[src/rtl/pipeline_ctrl.sv]
// Hazard controller around decode: shadows the E/M/W destination fields, selects
// forwarding into E, and drives stall/flush/bubble controls plus saturating counters.
module pipeline_ctrl #(
   parameter int CNT_W = 32,
   parameter int XZR   = 31
) (
   input  logic             clk,
   input  logic             reset,
   input  logic             valid_D,
   input  logic [4:0]       rs1_D,
   input  logic [4:0]       rs2_D,
   input  logic [4:0]       rd_D,
   input  logic             regWrite_D,
   input  logic             memRead_D,
   input  logic             memAccess_M,
   input  logic             mem_ready,
   input  logic             branch_M,
   output logic             stall_F,
   output logic             stall_D,
   output logic             stall_EM,
   output logic             flush_D,
   output logic             flush_E,
   output logic             flush_M,
   output logic             bubble_W,
   output logic [1:0]       fwdA_E,
   output logic [1:0]       fwdB_E,
   output logic [CNT_W-1:0] stall_cnt,
   output logic [CNT_W-1:0] flush_cnt
);
   typedef struct packed {
      logic       vld;
      logic [4:0] rd;
      logic       wr;
      logic       ld;
      logic [4:0] rs1;
      logic [4:0] rs2;
   } e_stage_t;

   typedef struct packed {
      logic       vld;
      logic [4:0] rd;
      logic       wr;
   } mw_stage_t;

   localparam logic [4:0] ZR = 5'(XZR);
   // Bubbles carry XZR sources so a squashed slot in E can never select a forward.
   localparam e_stage_t  E_BUBBLE = {1'b0, ZR, 1'b0, 1'b0, ZR, ZR};
   localparam mw_stage_t M_BUBBLE = {1'b0, ZR, 1'b0};

   e_stage_t   e_q, e_d;
   mw_stage_t  m_q, m_d, w_q, w_d;
   logic [CNT_W-1:0] stall_cnt_q, flush_cnt_q;
   logic mem_wait, br_take, ld_use;

   function automatic logic writes(input logic vld, input logic wr,
                                   input logic [4:0] rd, input logic [4:0] r);
      return vld & wr & (rd == r) & (r != ZR);
   endfunction

   assign mem_wait = memAccess_M & ~mem_ready & m_q.vld;
   assign br_take  = ~mem_wait & branch_M & m_q.vld;
   assign ld_use   = ~mem_wait & ~br_take & valid_D & e_q.ld &
                     (writes(e_q.vld, e_q.wr, e_q.rd, rs1_D) |
                      writes(e_q.vld, e_q.wr, e_q.rd, rs2_D));

   assign stall_F   = mem_wait | ld_use;
   assign stall_D   = mem_wait | ld_use;
   assign stall_EM  = mem_wait;
   assign flush_D   = br_take;
   assign flush_E   = br_take | ld_use;
   assign flush_M   = br_take;
   assign bubble_W  = mem_wait;
   assign stall_cnt = stall_cnt_q;
   assign flush_cnt = flush_cnt_q;

   always_comb begin
      fwdA_E = 2'b00;
      fwdB_E = 2'b00;
      if (writes(m_q.vld, m_q.wr, m_q.rd, e_q.rs1))      fwdA_E = 2'b10;
      else if (writes(w_q.vld, w_q.wr, w_q.rd, e_q.rs1)) fwdA_E = 2'b01;
      if (writes(m_q.vld, m_q.wr, m_q.rd, e_q.rs2))      fwdB_E = 2'b10;
      else if (writes(w_q.vld, w_q.wr, w_q.rd, e_q.rs2)) fwdB_E = 2'b01;
   end

   // A memory wait freezes E and M in place while W drains into bubbles.
   always_comb begin
      e_d = e_q;
      m_d = m_q;
      w_d = M_BUBBLE;
      if (!mem_wait) begin
         w_d = m_q;
         if (br_take) begin
            e_d = E_BUBBLE;
            m_d = M_BUBBLE;
         end else begin
            m_d = {e_q.vld, e_q.rd, e_q.wr};
            e_d = ld_use ? E_BUBBLE
                         : {valid_D, rd_D, regWrite_D, memRead_D, rs1_D, rs2_D};
         end
      end
   end

   always_ff @(posedge clk or negedge reset) begin
      if (!reset) begin
         e_q         <= E_BUBBLE;
         m_q         <= M_BUBBLE;
         w_q         <= M_BUBBLE;
         stall_cnt_q <= '0;
         flush_cnt_q <= '0;
      end else begin
         e_q <= e_d;
         m_q <= m_d;
         w_q <= w_d;
         if (stall_F && (stall_cnt_q != '1)) stall_cnt_q <= stall_cnt_q + 1'b1;
         if (br_take && (flush_cnt_q != '1)) flush_cnt_q <= flush_cnt_q + 1'b1;
      end
   end
endmodule

[config.mk]
export PLATFORM = sky130hd
export DESIGN_NAME = pipeline_ctrl
export DESIGN_NICKNAME = d
export VERILOG_FILES = /design/src/rtl/pipeline_ctrl.sv
export SDC_FILE = /design/constraint.sdc
export NUM_CORES = 1
export LEC_CHECK = 0
export BUFFER_PORTS_ARGS = -buffer_cell sky130_fd_sc_hd__buf_4
export CAP_MARGIN = 20
export CORE_MARGIN = 4
export CORE_UTILIZATION = 55
export CTS_CLUSTER_SIZE = 14
export DETAILED_ROUTE_END_ITERATION = 10
export PLACE_DENSITY = 0.89
export SLEW_MARGIN = 20
export SYNTH_ARGS = -nofsm -noshare
export SYNTH_HDL_FRONTEND = slang
export SYNTH_SLANG_ARGS = --single-unit
[constraint.sdc]
create_clock -name clk -period 2.7 [get_ports clk]
set_input_delay 0.54 -clock clk [delete_from_list [all_inputs] [get_ports clk]]
set_output_delay 0.54 -clock clk [all_outputs]
set_load 0.05 [all_outputs]
==> impl_metrics.json, run 1 <==
{
  "status": "finished, final reports clean",
  "sequentialPowerShare_pct": 51.7,
  "portBuffers": 97,
  "syn_nets": 443,
  "cts_resized": 0,
  "cts_buffers": 9,
  "synth_edf_count": 0,
  "synth.distinct_cells": 48,
  "post-route-drc-count": 0,
  "path_max_fanout": 7,
  "worst_pin_slew_ns": 0.741,
  "crit_buf_inv": 1,
  "start_util_pct": 56.7,
  "synth.top_cells.by_area": "dfrtp_1 (38%), dfstp_2 (14%), xnor2_1 (12%)",
  "reg2regPathDepth": 6,
  "grt_antenna_before_repair": 0,
  "diodes": 0,
  "fmax_mhz": 405,
  "timing.setup.tns_ns": 0,
  "layout_common_cells": "buf_4 (102), dfrtp_1 (71), xnor2_1 (65)",
  "utilization_pct": 69.9,
  "critPathRequiredTime_ns": 2.16,
  "drt-total-wl_um": 10300,
  "synth_top_cell_area_share_pct": 38.2,
  "p_per_area_nw_per_um2": 593,
  "clock_sinks": 96,
  "grt_pass1_wl_um": 17200,
  "synthFlopType": "dfrtp_1",
  "min_period_ns": 2.47,
  "max_stage_delay_ns": 0.60,
  "yosysTopAreaCell": "dfrtp_1",
  "cp-start-kind": "flip-flop",
  "p_switching_mw": 1.11,
  "finClkSkew_ns": 0.0116,
  "ir_worst_vdd_mv": 0.404,
  "num_rows": 33,
  "yosys_register_bits": 96,
  "post_synth_instance_area_sq_um": 4660,
  "dr.pass1.iters": 4,
  "wire_per_inst_um": 16.3,
  "clockRootBuffer": "clkbuf_8",
  "synth_warnings": 0,
  "grt_pass1_vias": 3627,
  "dr_total_vias": 3527,
  "syn_avg_cell_area_sq_um": 11.1,
  "cts_tree": "built",
  "via_per_inst": 5.57,
  "slew_headroom_pct": 50.6,
  "clockBufferDepth": 2,
  "overflow": 0,
  "die_x_um": 100,
  "combinationalPowerShare_pct": 21.2,
  "track_usage_pct": 21.4,
  "dieArea_sq_um": 10000,
  "critical_path_class": "reg2out",
  "min_period_over_period_pct": 91.5,
  "path_cells": "xnor2_1 > nand4_1 > o22ai_2 > a21o_2 > buf_4",
  "layout_commonest_cell": "buf_4",
  "htree_levels": 3,
  "clkPwrFrac_pct": 27.2,
  "drive_above_1_share_pct": 31.6,
  "place.gp.congestion": 0.867,
  "drtAntennaViolNets": 0,
  "dr.first_iter.drc_count": 113,
  "clkLatencyLatePin_ns": 0.36,
  "cts_setup_buffers": 0,
  "p_sw_share_pct": 32.5,
  "core_area_sq_um": 8220,
  "maxCapViolCount": 0,
  "endpoint_kind": "output pin",
  "syn_to_final_growth_pct": 23.3,
  "p_int_mw": 2.30,
  "slowest_stage": "dfstp_2",
  "syn_inst": 418,
  "die_height_um": 100,
  "grt_max_degree": 61,
  "synth-async-reset-ratio_pct": 100,
  "hpwlAfterDp_um": 7850,
  "cp.arrival_ns": 1.93,
  "cp_top_family": "flip-flops",
  "slew_violations": 0,
  "ios": 98,
  "cts.hold.buffers_added": 0,
  "hold_violations": 0,
  "final_nets": 548,
  "worstHoldPathType": "in2async",
  "seq_area_frac_synth_pct": 52.3,
  "power_leakage_nw": 2.66,
  "rsz0062_at_grt": "no",
  "worst-path-stages": 5,
  "setup_viol": 0,
  "path_clk_slew_ns": 0.10
}
## routing by layer
layer | vias to the layer above | wire length (um) | global-route usage [%]
li1 | 1687 | - | -
met1 | 1749 | 4420 | 26.9
met2 | 81 | 5300 | 36.7
met3 | 10 | 516 | 4.73
met4 | 0 | 102 | 6.94
met5 | - | 0 | 0
## final timing paths
check                             startpoint  slack (ns)             to
worst max register to register  stall_cnt[6]        0.45   stall_cnt[1]
worst max-delay path                 e_q[15]        0.23        stall_F
min in group clk                     rd_D[1]        0.39        e_q[13]
max in group asynchronous              reset        1.80  flush_cnt[24]
worst min register to register  stall_cnt[4]        0.49   stall_cnt[4]
worst min-delay path                   reset        0.22   stall_cnt[8]
## cell usage after synthesis (7+ instances only)
master,count
nor4_1,9
nand3_1,30
nand4_1,24
xnor2_1,65
inv_1,15
nand2_1,30
and3_1,7
dfrtp_1,71
dfstp_2,25
nor3_1,13
nor2_1,20
xor2_1,23
o22a_1,20
## power by group through the flow
stage          logic [mW]  registers [mW]  clock network, mW
2_1_floorplan       0.317            1.93                  0
3_3_place_gp        0.706            1.78                  0
3_5_place_dp        0.728            1.79                  0
4_1_cts             0.730            1.76              0.946
5_1_grt             0.779            1.78               1.01
6_report            0.721            1.76              0.925
## final cells by class
type	instances	area, sq um
inverter	15	56.3
clock inverter	5	43.8
multi-input combinational	298	2140
tap	105	131
sequential	96	2430
fill	621	2470
clock buffer	11	153
timing repair buffer	103	786
## state kept, by name, indices dropped and copies added, names as in the netlist
name,count
flush_cnt,32
stall_cnt,32
e_q,18
m_q,7
w_q,7
## worst register-to-register path: stages (launching register included)
cell	delay (ns)
dfrtp_1	0.48
nand4_4	0.18
nor4_1	0.48
nand4b_1	0.21
nand3_2	0.11
buf_4	0.29
mux2_2	0.37
## through the flow
step	worst slack, ns	power (mW)	std cells	instance area [sq um]	hold WS, ns
2_1_floorplan	0.00988	2.25	418	4680	0.244
3_3_place_gp	0.431	2.48	617	5540	0.479
3_5_place_dp	0.360	2.51	617	5540	0.484
4_1_cts	0.0460	3.43	633	5740	0.250
5_1_grt	0.0774	3.57	633	5740	0.261
6_report	0.229	3.40	633	5740	0.222
## cells by family (layout without fill, tap and decap cells)
kind of cell    Yosys count  count (layout)  share of synthesized area [%]
mux                       3               3                          0.725
simple gates            167             167                           20.8
compound gates           38              38                           6.66
flops                    96              96                           52.3
xor+xnor                 88              88                           16.6
fa+ha+maj                 2               2                          0.537
buf+inv                  24             134                           2.42
No activity file was read; power rests on OpenSTA's default activity.
==> run 2: changes to the inputs <==
- CORE_UTILIZATION: 55 -> 41
- PLACE_DENSITY: 0.89 -> 0.72
==> run 2 against run 1 <==
Effect of this change:
- cell area grew 2.5%
- hold slack got worse by 0.19 ns
- via count fell by 1.9%
- clock skew decreased by 0.0042 ns
- global-route usage is 4.7 points lower
- register-to-register slack better by 0.08 ns
- combinational power shrank 1%
- cell count grew 6.0%
- die area up 31%
- sequential power hardly changed
- critical path type unchanged
- largest cell class unchanged
- highest routed layer unchanged
==> impl_metrics.json, run 2 (synthesis gave the netlist of run 1 again) <==
{
  "cts.hold.buffers_added": 0,
  "syn_to_final_growth_pct": 26.5,
  "die_x_um": 115,
  "htree_levels": 3,
  "endpoint_kind": "output pin",
  "finClkSkew_ns": 0.00737,
  "power_leakage_nw": 2.70,
  "worst_pin_slew_ns": 0.604,
  "max_stage_delay_ns": 0.60,
  "dr_total_vias": 3461,
  "clockBufferDepth": 2,
  "hpwlAfterDp_um": 7890,
  "drive_above_1_share_pct": 31.6,
  "dieArea_sq_um": 13100,
  "dp_cells": 655,
  "cts_buffers": 9,
  "final_cells": 671,
  "critical_path_class": "reg2out",
  "timing.setup.tns_ns": 0,
  "cp.arrival_ns": 1.96,
  "ios": 98,
  "worstHoldPathType": "in2async",
  "rsz0062_at_grt": "no",
  "die_height_um": 115,
  "place.gp.congestion": 0.852,
  "status": "finished, final reports clean",
  "grt_antenna_before_repair": 0,
  "critPathRequiredTime_ns": 2.16,
  "slowest_stage": "dfstp_2",
  "setup_viol": 0,
  "ir_worst_vdd_mv": 0.356,
  "hold_violations": 0,
  "grt_pass1_wl_um": 17600,
  "slew_violations": 0,
  "cts_tree": "built",
  "portBuffers": 97,
  "track_usage_pct": 16.6,
  "min_period_over_period_pct": 92.5,
  "maxCapViolCount": 0,
  "drt-total-wl_um": 10600,
  "p_per_area_nw_per_um2": 630,
  "grt_max_degree": 47,
  "dr.pass1.iters": 4,
  "slew_headroom_pct": 59.7,
  "grt_pass1_vias": 3517,
  "layout_commonest_cell": "buf_4",
  "path_cells": "xnor2_1 > nand4_1 > o22ai_1 > a21o_2 > buf_4",
  "min_period_ns": 2.50,
  "path_max_fanout": 7,
  "drtAntennaViolNets": 0,
  "cp-start-kind": "flip-flop",
  "dr.first_iter.drc_count": 139,
  "clockRootBuffer": "clkbuf_16",
  "diodes": 0,
  "wire_per_inst_um": 15.8,
  "utilization_pct": 53.6,
  "post-route-drc-count": 0,
  "final_nets": 551,
  "start_util_pct": 42.4,
  "core_area_sq_um": 11000,
  "clock_sinks": 96,
  "via_per_inst": 5.16,
  "num_rows": 38,
  "path_clk_slew_ns": 0.07,
  "layout_common_cells": "buf_4 (106), dfrtp_1 (71), xnor2_1 (65)",
  "reg2regPathDepth": 6,
  "overflow": 0,
  "clkLatencyLatePin_ns": 0.33,
  "fmax_mhz": 401
}
## run 2: critical path: cells and delay by family (launching register included)
kind / cells / cell delay (ns)
AOI/OAI and AO/OA: 2 / 0.48
and+or+nand+nor: 1 / 0.17
DFF: 1 / 0.60
xor gates and xnor gates: 1 / 0.13
buffers and inverters: 1 / 0.24
## run 2: area by class of cell
class | instances | area (sq um)
Fill cell | 974 | 5090
Timing Repair Buffer | 106 | 796
Inverter | 15 | 56.3
Multi-Input combinational cell | 298 | 2130
Clock buffer | 13 | 272
Tap cell | 140 | 175
Sequential cell | 96 | 2430
Clock inverter | 3 | 23.8
## run 2: routing by layer
layer / share of wire (%) / wire length, um / track usage [%] / vias to the layer above
li1: - / - / - / 1689
met1: 46 / 4860 / 22.1 / 1702
met2: 49 / 5200 / 27.2 / 63
met3: 4.1 / 432 / 4.12 / 7
met4: 0.86 / 91 / 4.43 / 0
met5: 0 / 0 / 0 / -
## run 2: final timing paths
kind | start | to | slack (ns)
worst max register to register | stall_cnt[6] | stall_cnt[1] | 0.53
min in group clk | rd_D[1] | e_q[13] | 0.41
max in group asynchronous | reset | flush_cnt[10] | 1.85
worst min-delay path | reset | stall_cnt[8] | 0.03
worst min register to register | e_q[10] | e_q[10] | 0.50
worst max-delay path | e_q[13] | stall_F | 0.20
## run 2: per-stage QoR
stage	total power [mW]	hold WS [ns]	setup slack, ns	instance area (sq um)
3_5_place_dp	2.51	0.380	0.349	5590
5_1_grt	3.88	0.0184	0.0857	5890
4_1_cts	3.76	0.0195	0.0684	5890
2_1_floorplan	2.25	0.244	0.00988	4680
3_3_place_gp	2.48	0.375	0.381	5590
6_report	3.71	0.0289	0.203	5890
## run 2: what timing repair did
item	in CTS	in global routing
endpoints found under the setup margin	0	2
resized for setup	0	1
buffers inserted	0	0
## run 2: where the power goes
group | total [mW] | switching, mW | internal, mW | leakage, nW
clock network | 1.24 | 0.528 | 0.709 | 0.137
logic | 0.711 | 0.426 | 0.285 | 1.37
registers | 1.76 | 0.163 | 1.60 | 1.19
